### src/rtl/video_pkg.sv
// Shared constants and scan state encoding for the video scan-out path.
package video_pkg;
  localparam int DEF_VBASE = 128;
  localparam int DEF_VSIZE = 80;
  localparam int DEF_COLS  = 10;

  typedef enum logic [1:0] {IDLE, ADDR, DATA, SEND} scan_state_t;
endpackage

### src/rtl/video_window_snoop.sv
// Watches CPU stores and keeps a dirty flag for the video window.
module video_window_snoop
  import video_pkg::*;
#(
  parameter int VBASE = DEF_VBASE,
  parameter int VSIZE = DEF_VSIZE
) (
  input  logic       clock,
  input  logic       reset,
  input  logic       cpu_we,
  input  logic [7:0] cpu_mar,
  input  logic       clr,
  output logic       dirty
);
  localparam logic [7:0] LO = 8'(VBASE);
  localparam logic [7:0] HI = 8'(VBASE + VSIZE - 1);

  logic hit;
  assign hit = cpu_we && (cpu_mar >= LO) && (cpu_mar <= HI);

  // Dirty comes out of reset set so the panel gets an initial paint; a store
  // landing on the same edge as a clear wins, guaranteeing a follow-up frame.
  always_ff @(posedge clock or negedge reset)
    if (!reset)   dirty <= 1'b1;
    else if (hit) dirty <= 1'b1;
    else if (clr) dirty <= 1'b0;
endmodule

### src/rtl/video_scanout.sv
// Reads the video window through RAM port B and streams it to the panel
// driver with sof/eol/eof tagging over a valid/ready handshake.
module video_scanout
  import video_pkg::*;
#(
  parameter int VBASE      = DEF_VBASE,
  parameter int VSIZE      = DEF_VSIZE,
  parameter int COLS       = DEF_COLS,
  parameter int CONTINUOUS = 0
) (
  input  logic       clock,
  input  logic       reset,
  input  logic       cpu_we,
  input  logic [7:0] cpu_mar,
  output logic [7:0] vrd_addr,
  input  logic [7:0] vrd_data,
  output logic [7:0] pix_data,
  output logic       pix_valid,
  input  logic       pix_ready,
  output logic       pix_sof,
  output logic       pix_eol,
  output logic       pix_eof,
  output logic       busy,
  output logic [7:0] frame_cnt
);
  localparam logic [7:0] BASE8    = 8'(VBASE);
  localparam logic [7:0] LAST_IDX = 8'(VSIZE - 1);
  localparam logic [7:0] LAST_COL = 8'(COLS - 1);

  scan_state_t state;
  logic [7:0]  idx;
  logic [7:0]  col;
  logic        dirty;
  logic        go;
  logic        clr;

  assign go       = dirty || (CONTINUOUS != 0);
  assign clr      = (state == IDLE) && go;
  assign vrd_addr = BASE8 + idx;
  assign busy     = (state != IDLE);

  video_window_snoop #(.VBASE(VBASE), .VSIZE(VSIZE)) u_snoop (
    .clock   (clock),
    .reset   (reset),
    .cpu_we  (cpu_we),
    .cpu_mar (cpu_mar),
    .clr     (clr),
    .dirty   (dirty)
  );

  // Scan FSM: one byte per ADDR -> DATA -> SEND pass; outputs are registered
  // and held unchanged while the driver back-pressures in SEND.
  always_ff @(posedge clock or negedge reset) begin
    if (!reset) begin
      state     <= IDLE;
      idx       <= '0;
      col       <= '0;
      pix_data  <= '0;
      pix_valid <= 1'b0;
      pix_sof   <= 1'b0;
      pix_eol   <= 1'b0;
      pix_eof   <= 1'b0;
      frame_cnt <= '0;
    end else begin
      case (state)
        IDLE: if (go) begin
          state <= ADDR;
          idx   <= '0;
          col   <= '0;
        end
        ADDR: state <= DATA;
        DATA: begin
          pix_data  <= vrd_data;
          pix_valid <= 1'b1;
          pix_sof   <= (idx == '0);
          pix_eol   <= (col == LAST_COL);
          pix_eof   <= (idx == LAST_IDX);
          state     <= SEND;
        end
        SEND: if (pix_ready) begin
          pix_valid <= 1'b0;
          if (idx == LAST_IDX) begin
            frame_cnt <= frame_cnt + 8'd1;
            state     <= IDLE;
          end else begin
            idx   <= idx + 8'd1;
            col   <= (col == LAST_COL) ? 8'd0 : col + 8'd1;
            state <= ADDR;
          end
        end
        default: state <= IDLE;
      endcase
    end
  end
endmodule

### config.mk
export PLATFORM = sky130hd
export DESIGN_NAME = video_scanout
export DESIGN_NICKNAME = d
export VERILOG_FILES = /design/src/rtl/video_pkg.sv /design/src/rtl/video_window_snoop.sv /design/src/rtl/video_scanout.sv
export SDC_FILE = /design/constraint.sdc
export NUM_CORES = 1
export LEC_CHECK = 0
export BUFFER_PORTS_ARGS = -buffer_cell sky130_fd_sc_hd__buf_2
export CAP_MARGIN = 20
export CORE_MARGIN = 4
export CORE_UTILIZATION = 45
export DETAILED_ROUTE_END_ITERATION = 10
export GPL_TIMING_DRIVEN = 0
export HOLD_SLACK_MARGIN = 0.1
export PLACE_DENSITY_LB_ADDON = 0.25
export SYNTH_ARGS = -nofsm -noshare
export SYNTH_HDL_FRONTEND = slang
export SYNTH_SLANG_ARGS = --single-unit
### constraint.sdc
create_clock -name clock -period 2 [get_ports clock]
set_input_delay 0.2 -clock clock [delete_from_list [all_inputs] [get_ports clock]]
set_output_delay 0.2 -clock clock [all_outputs]
set_load 0.1 [all_outputs]
* Yosys cells after proc, flatten, opt, wreduce, memory -nomap -nowiden
Index checks and enable logic that the tools add are counted.
Widths: inputs -> output; s select.
** Word-level totals
- Register bits after elaboration :: 39
- Latch bits :: 0
- RAM bits :: 0
- Memory bits (read-only) :: 0
- Bits of input ports :: 20
- Output and inout port bits :: 29
- Memories kept :: 0
** Operators by class
- Add/sub/neg operators :: 4
- Multipliers :: 0
- Divide/modulo/power cells :: 0
- Magnitude comparators :: 2
- Equality and inequality tests :: 8
- Shift operators :: 0
- Multiplexer cells :: 16
- Bitwise gates (word level) :: 0
- Reduce and logical (&&, ||, !) cells :: 13
** Operator list (number)
- $mux 8 :: 6
- $pmux 8 s2 :: 2
- $add 8x1->8 const B :: 3
- $add 8x8->8 const A :: 1
- $eq 8x4->1 const B :: 1
- $eq 8x7->1 const B :: 1
- $ge 8x8->1 const B :: 1
- $le 8x8->1 const B :: 1
- $logic_not 8->1 :: 1
- $pmux 2 s4 :: 1
- $reduce_bool 2->1 :: 4
- $eq 2x2->1 const B :: 2
- $mux 1 :: 4
- $mux 2 :: 2
- $ne 2x2->1 const B :: 2
- $reduce_and 2->1 :: 2
- $reduce_and 4->1 :: 1
- $logic_and 1x1->1 :: 3
- $reduce_and 3->1 :: 1
- $eq 2x1->1 const B :: 1
- $logic_not 2->1 :: 1
- $ne 2x1->1 const B :: 1
- $pmux 1 s2 :: 1

* Logic depth before layout (Yosys ltp)
- Depth in word-level cells :: 5
- Depth in mapped cells :: 7

* Modules after synthesis
From an unflattened synthesis, not the netlist that was laid out.
** Second synthesis, totals
- Cell total of the unflattened synthesis :: 182
- Area total of the unflattened synthesis :: 2043.2 um^2
** By module, submodules not included
- video_scanout :: instances 1, cells each 178, area an instance 1998.2 um^2, seq. area each 950.9 um^2
- video_window_snoop :: instances 1, cells each 4, area an instance 45.0 um^2, seq. area each 26.3 um^2

* Least setup slack after synthesis
OpenSTA, ideal clock, no wires.
- Path kind :: register to register
- Start point :: register state[0]
- End point :: register col[6]
- Setup time :: 104 ps
- Arrival time :: 2207 ps
- Data required time :: 1896 ps
- Setup slack :: -311 ps
- Cell stages (with the launch flop) :: 7
- Path buffers :: 0
- Clock period less this slack :: 2311 ps
- Cells stage by stage :: dfrtp_1 inv_1 ha_1 inv_1 o22ai_1 or3_1 o311ai_1
** Between the ends
- Longest elaborated chain between the ends :: 3
- Elaborated cells on any way between the ends :: 8
- Those cells by class :: eq/ne: 4; mux: 1; reduce/logical: 3
** RTL lines
- start, declared :: line video_scanout.sv:30 : scan_state_t state;
- start signal, assigned :: line video_scanout.sv:55 : state <= IDLE;
- start signal, assigned :: line video_scanout.sv:67 : state <= ADDR;
- start signal, assigned :: line video_scanout.sv:71 : ADDR: state <= DATA;
- $eq 2x2->1 / $logic_not 2->1 (equally long branches) :: line video_scanout.sv:65 : case (state)
- $ne 2x2->1 (no line) (tied with other cells)
- $reduce_and 4->1 (no line)
- end signal, assigned :: line video_scanout.sv:87 : col <= (col == LAST_COL) ? 8'd0 : col + 8'd1;
- end, declared :: line video_scanout.sv:32 : logic [7:0] col;
Several ways; a longest one is shown, not always the timed one.
A chain may end at the register's enable or synchronous reset.

* Worst setup path after layout
- Start point :: register idx[5]
- End point :: register idx[7]
** Between the ends
- Longest elaborated chain between the ends :: 4
- Elaborated cells on any way between the ends :: 7
- Those cells by class :: add/sub: 1; eq/ne: 2; mux: 3; reduce/logical: 1
** RTL lines
- start, declared :: line video_scanout.sv:31 : logic [7:0] idx;
- start signal, assigned :: line video_scanout.sv:86 : idx <= idx + 8'd1;
- $add 8x1->8 :: line video_scanout.sv:86
- $mux 8 :: line video_scanout.sv:82 : if (idx == LAST_IDX) begin
- $mux 8 :: line video_scanout.sv:80 : SEND: if (pix_ready) begin
- $pmux 8 s2 :: line video_scanout.sv:65
Several ways; a longest one is shown, not always the timed one. The select of a mux whose other input is x is not followed.

==> out/results.md <==
## Run status
• finished, final reports clean — outcome

## Layout
• 25.7% — Syn-to-layout area delta
• 269 — nets
• 1010 sq um — area of combinational cells with multiple inputs
• 980 sq um — FF+latch area
• 369 — filler cell count
• 0.419 — fraction of layout cells with a size suffix above 1
• sky130_fd_sc_hd__buf_2 (44), sky130_fd_sc_hd__dfrtp_1 (36), sky130_fd_sc_hd__mux2_2 (12) — most used cells in the layout excluding fill and tap cells
• sky130_fd_sc_hd__buf_2 — most common cell after layout, fill and taps aside
• 2570 sq um — cell area after layout
• 0 — number of inserted diodes

## Timing
• 0 — total count of hold-check failures in the final report
• 515 MHz — Highest Clock Rate
• 1.94 ns — final critical-path required period
• 0.418 — worst slew margin relative to its limit
• 0.874 ns — worst-margin pin slew
• 0.971 — final cycle utilization of the critical path
• 0 — fin. max-slew vios
• 0.00873 ns — skew final
• 0 — count of endpoints failing setup in the final report

## GRT
• 40 — maximum number of pins on one net before global-route repair
• 1552 — vias in the first global route
• 0 — GR Overflow Total
• 0.159 — global routing usage summed across all routing layers
• 0 — antenna violations before repair
• 6950 microns — first-pass GRT wire length

## Critical path
• flip-flop — capturing element type of the critical path
• flip-flop to flip-flop — critical path start-end classification
• idx[5] — r2r startpoint
• flip-flop — CP Launch Type
• 2.12 ns — data arrival time at the worst-slack endpoint
• 2.18 ns — Worst Path Required
• 6 — largest fanout of any net on the critical path
• 0.06 ns — slack of the worst reg-to-reg path
• idx[7] — reg-to-reg critical path endpoint
• 5 — Worst R2R Path Depth

## Min path
• vrd_data[0] — source of the worst hold timing path
• 2 — depth of the worst hold-timing path
• input pin to flip-flop — Hold/Removal Path Class
• pix_data[0] — Hold Path Sink

## Die
• 75.4 microns — height of the chip
• 5680 sq um — Total Die Area
• 75.4 microns — die width
• 0.466 — Initial Util
• 4380 sq um — area inside the core boundary
• 49 — I/O pin count
• 24 — standard-cell rows

## Drt
• 14.9 microns — routed wire length per instance
• 4370 microns — Post-Route WL
• 5.61 — DR vias/cell
• 111 — Iteration-0 DRC Markers
• 1645 — overall via count from detail_route
• 4 — number of detailed-route iterations in the first pass
• 0 — drc violations
• 0 — post-detailed-route count of antenna-violating nets

## Yosys
• 0.159 — fraction of the mapped netlist area in simple logic gates
• 11.1 sq um — Avg Cell Area, Syn
• sky130_fd_sc_hd__dfrtp_1 — Synth Flop Type
• 0.479 — share of the yosys chip area belonging to registers
• 0.0380 — fraction of synthesized cell area in xor and xnor cells
• simple AND/OR/NAND/NOR gates — main combinational cell family by area after synthesis
• 2040 sq um — summed instance area of the synthesized netlist
• 0.0551 — arithmetic-cell share of the synthesized area counting full adders, half adders and majority gates
• 184 — cells after synthesis
• 1.00 — Async S/R FF share, synth
• 0 — number of warnings printed during yosys synthesis
• 39 — flip-flop and latch count after synthesis
• 0 — number of flops mapped to enable cells by yosys
• 0.143 — share of the synthesized area in compound gates (AO/OA/AOI/OAI)
• 53 — Netlist cell types
• 213 — number of nets produced by synthesis
• 0.0662 — multiplexer fraction of the synthesized cell area

## Pwr
• 1690 nW/um^2 — power density over cell area
• 4.34 mW — final total power
• 1.27 nW — leakage power summed over all cells
• 0.00131 V — worst supply voltage drop on vdd

## Clocking
• 39 — number of sinks handled by clock tree synthesis
• 0.29 ns — Skew-Pair Late Insertion Delay
• done — TritonCTS clock tree
• sky130_fd_sc_hd__clkbuf_8 — library cell used as clock root buffer
• 0.08 ns — clock input transition at the sequential cells of the worst setup and hold paths
• 5 — TritonCTS buffer count
• 2 — number of H-tree branching levels
• 2 — maximum buffer depth of the clock tree

## Placement
• 44 — buffers added on ports
• 2370 sq um — total placed instance area
• 3040 microns — post-detail-place hpwl
• 0.746 — final weighted congestion in routability-driven placement

## Flow run
• 0 — count of maximum capacitance violations

state kept, by name (all words and copies together), names as in the netlist:
signal,cells
col,8
frame_cnt,8
idx,8
pix_data,8
pix_eof,1
pix_eol,1
pix_sof,1
pix_valid,1
state,2
u_snoop.dirty,1
cell type report:
| type | count | share of cell area |
|---|---|---|
| inverters | 13 | 0.0205 |
| well taps | 52 | 0.0254 |
| clock inverters | 3 | 0.0171 |
| clock buffers | 5 | 0.0268 |
| multi-input cells | 121 | 0.394 |
| repair buffers | 49 | 0.101 |
| plain buffers | 11 | 0.0332 |
| flip-flops and latches | 39 | 0.382 |
layer usage:
layer  global-route usage  part of all wire  up-vias
met1                0.220              0.47      808
met4               0.0466             0.013        0
li1                     -                 -      786
met2                0.245              0.46       43
met5                    0                 0        -
met3               0.0449             0.051        8
Yosys cell counts (2+ instances only):
library cell,number,share of area
sky130_fd_sc_hd__dfrtp_1,38,0.47
sky130_fd_sc_hd__inv_1,13,0.024
sky130_fd_sc_hd__mux2_2,12,0.066
sky130_fd_sc_hd__nand3_1,11,0.027
sky130_fd_sc_hd__o21ai_0,10,0.025
sky130_fd_sc_hd__and3_1,9,0.028
sky130_fd_sc_hd__ha_1,9,0.055
sky130_fd_sc_hd__nor2_1,8,0.015
sky130_fd_sc_hd__buf_4,7,0.026
sky130_fd_sc_hd__xnor2_1,6,0.026
sky130_fd_sc_hd__nand2_1,5,0.0092
sky130_fd_sc_hd__a22o_1,4,0.017
sky130_fd_sc_hd__a221o_1,3,0.015
sky130_fd_sc_hd__nand4_1,3,0.0092
sky130_fd_sc_hd__clkbuf_1,2,0.0037
sky130_fd_sc_hd__nor2b_1,2,0.0061
sky130_fd_sc_hd__nor3_1,2,0.0049
sky130_fd_sc_hd__o211ai_1,2,0.0074
sky130_fd_sc_hd__o22ai_1,2,0.0061
sky130_fd_sc_hd__o311ai_1,2,0.0086
sky130_fd_sc_hd__or4b_1,2,0.0098
repair_timing:
action                     4_1_cts  5_1_grt
pin swaps                        1        2
resized for setup                4        5
hold endpoints to repair        38        0
buffers inserted                 3        1
hold buffers                     1        0
setup endpoints to repair       16        9
worst max-delay path by stage:
stage,slack (ns),start,endpoint,cells past startpoint
2_1_floorplan,-0.03,state[1],idx[7],7
3_3_place_gp,-0.29,state[1],col[5],5
3_5_place_dp,-0.31,state[1],col[7],5
4_1_cts,0.006,idx[5],col[5],5
5_1_grt,-0.01,idx[5],idx[7],5
6_report,0.06,idx[5],idx[7],5
cell families after synthesis:
| family | Yosys count |
|---|---|
| AO/OA/AOI/OAI | 38 |
| XOR/XNOR | 8 |
| adder cells (fa/ha/maj) | 9 |
| buffers and inverters | 24 |
| flip-flops | 39 |
| multiplexers | 12 |
| AND/OR/NAND/NOR | 54 |
worst max-delay path: stages (launching register included):
cell and delay [ns]:
sky130_fd_sc_hd__dfrtp_2 0.45, sky130_fd_sc_hd__or4b_4 0.53, sky130_fd_sc_hd__buf_6 0.15, sky130_fd_sc_hd__o21ai_2 0.30, sky130_fd_sc_hd__nor2_4 0.08, sky130_fd_sc_hd__a221o_1 0.32
report_power, final:
| part | leakage (nW) | total, mW | switching [mW] | internal [mW] |
|---|---|---|---|---|
| Clock | 0.0581 | 0.650 | 0.278 | 0.371 |
| Sequential | 0.507 | 1.17 | 0.174 | 1.00 |
| Combinational | 0.703 | 2.51 | 1.84 | 0.675 |
| Total | 1.27 | 4.34 | 2.29 | 2.05 |
stage by stage:
stage	hold slack, ns	worst slack, ns	util	cells	TNS, ns
after floorplan	-0.0956	-0.0259	-	184	-0.0259
after global placement	0.361	-0.291	0.542	280	-1.62
after detailed placement	0.366	-0.308	0.542	280	-1.65
after CTS	0.125	0.00632	0.579	292	0
after global routing	0.120	-0.0139	0.585	293	-0.0139
final	0.131	0.0576	0.585	293	0
Note: power is estimated with default switching activity, not from simulation.
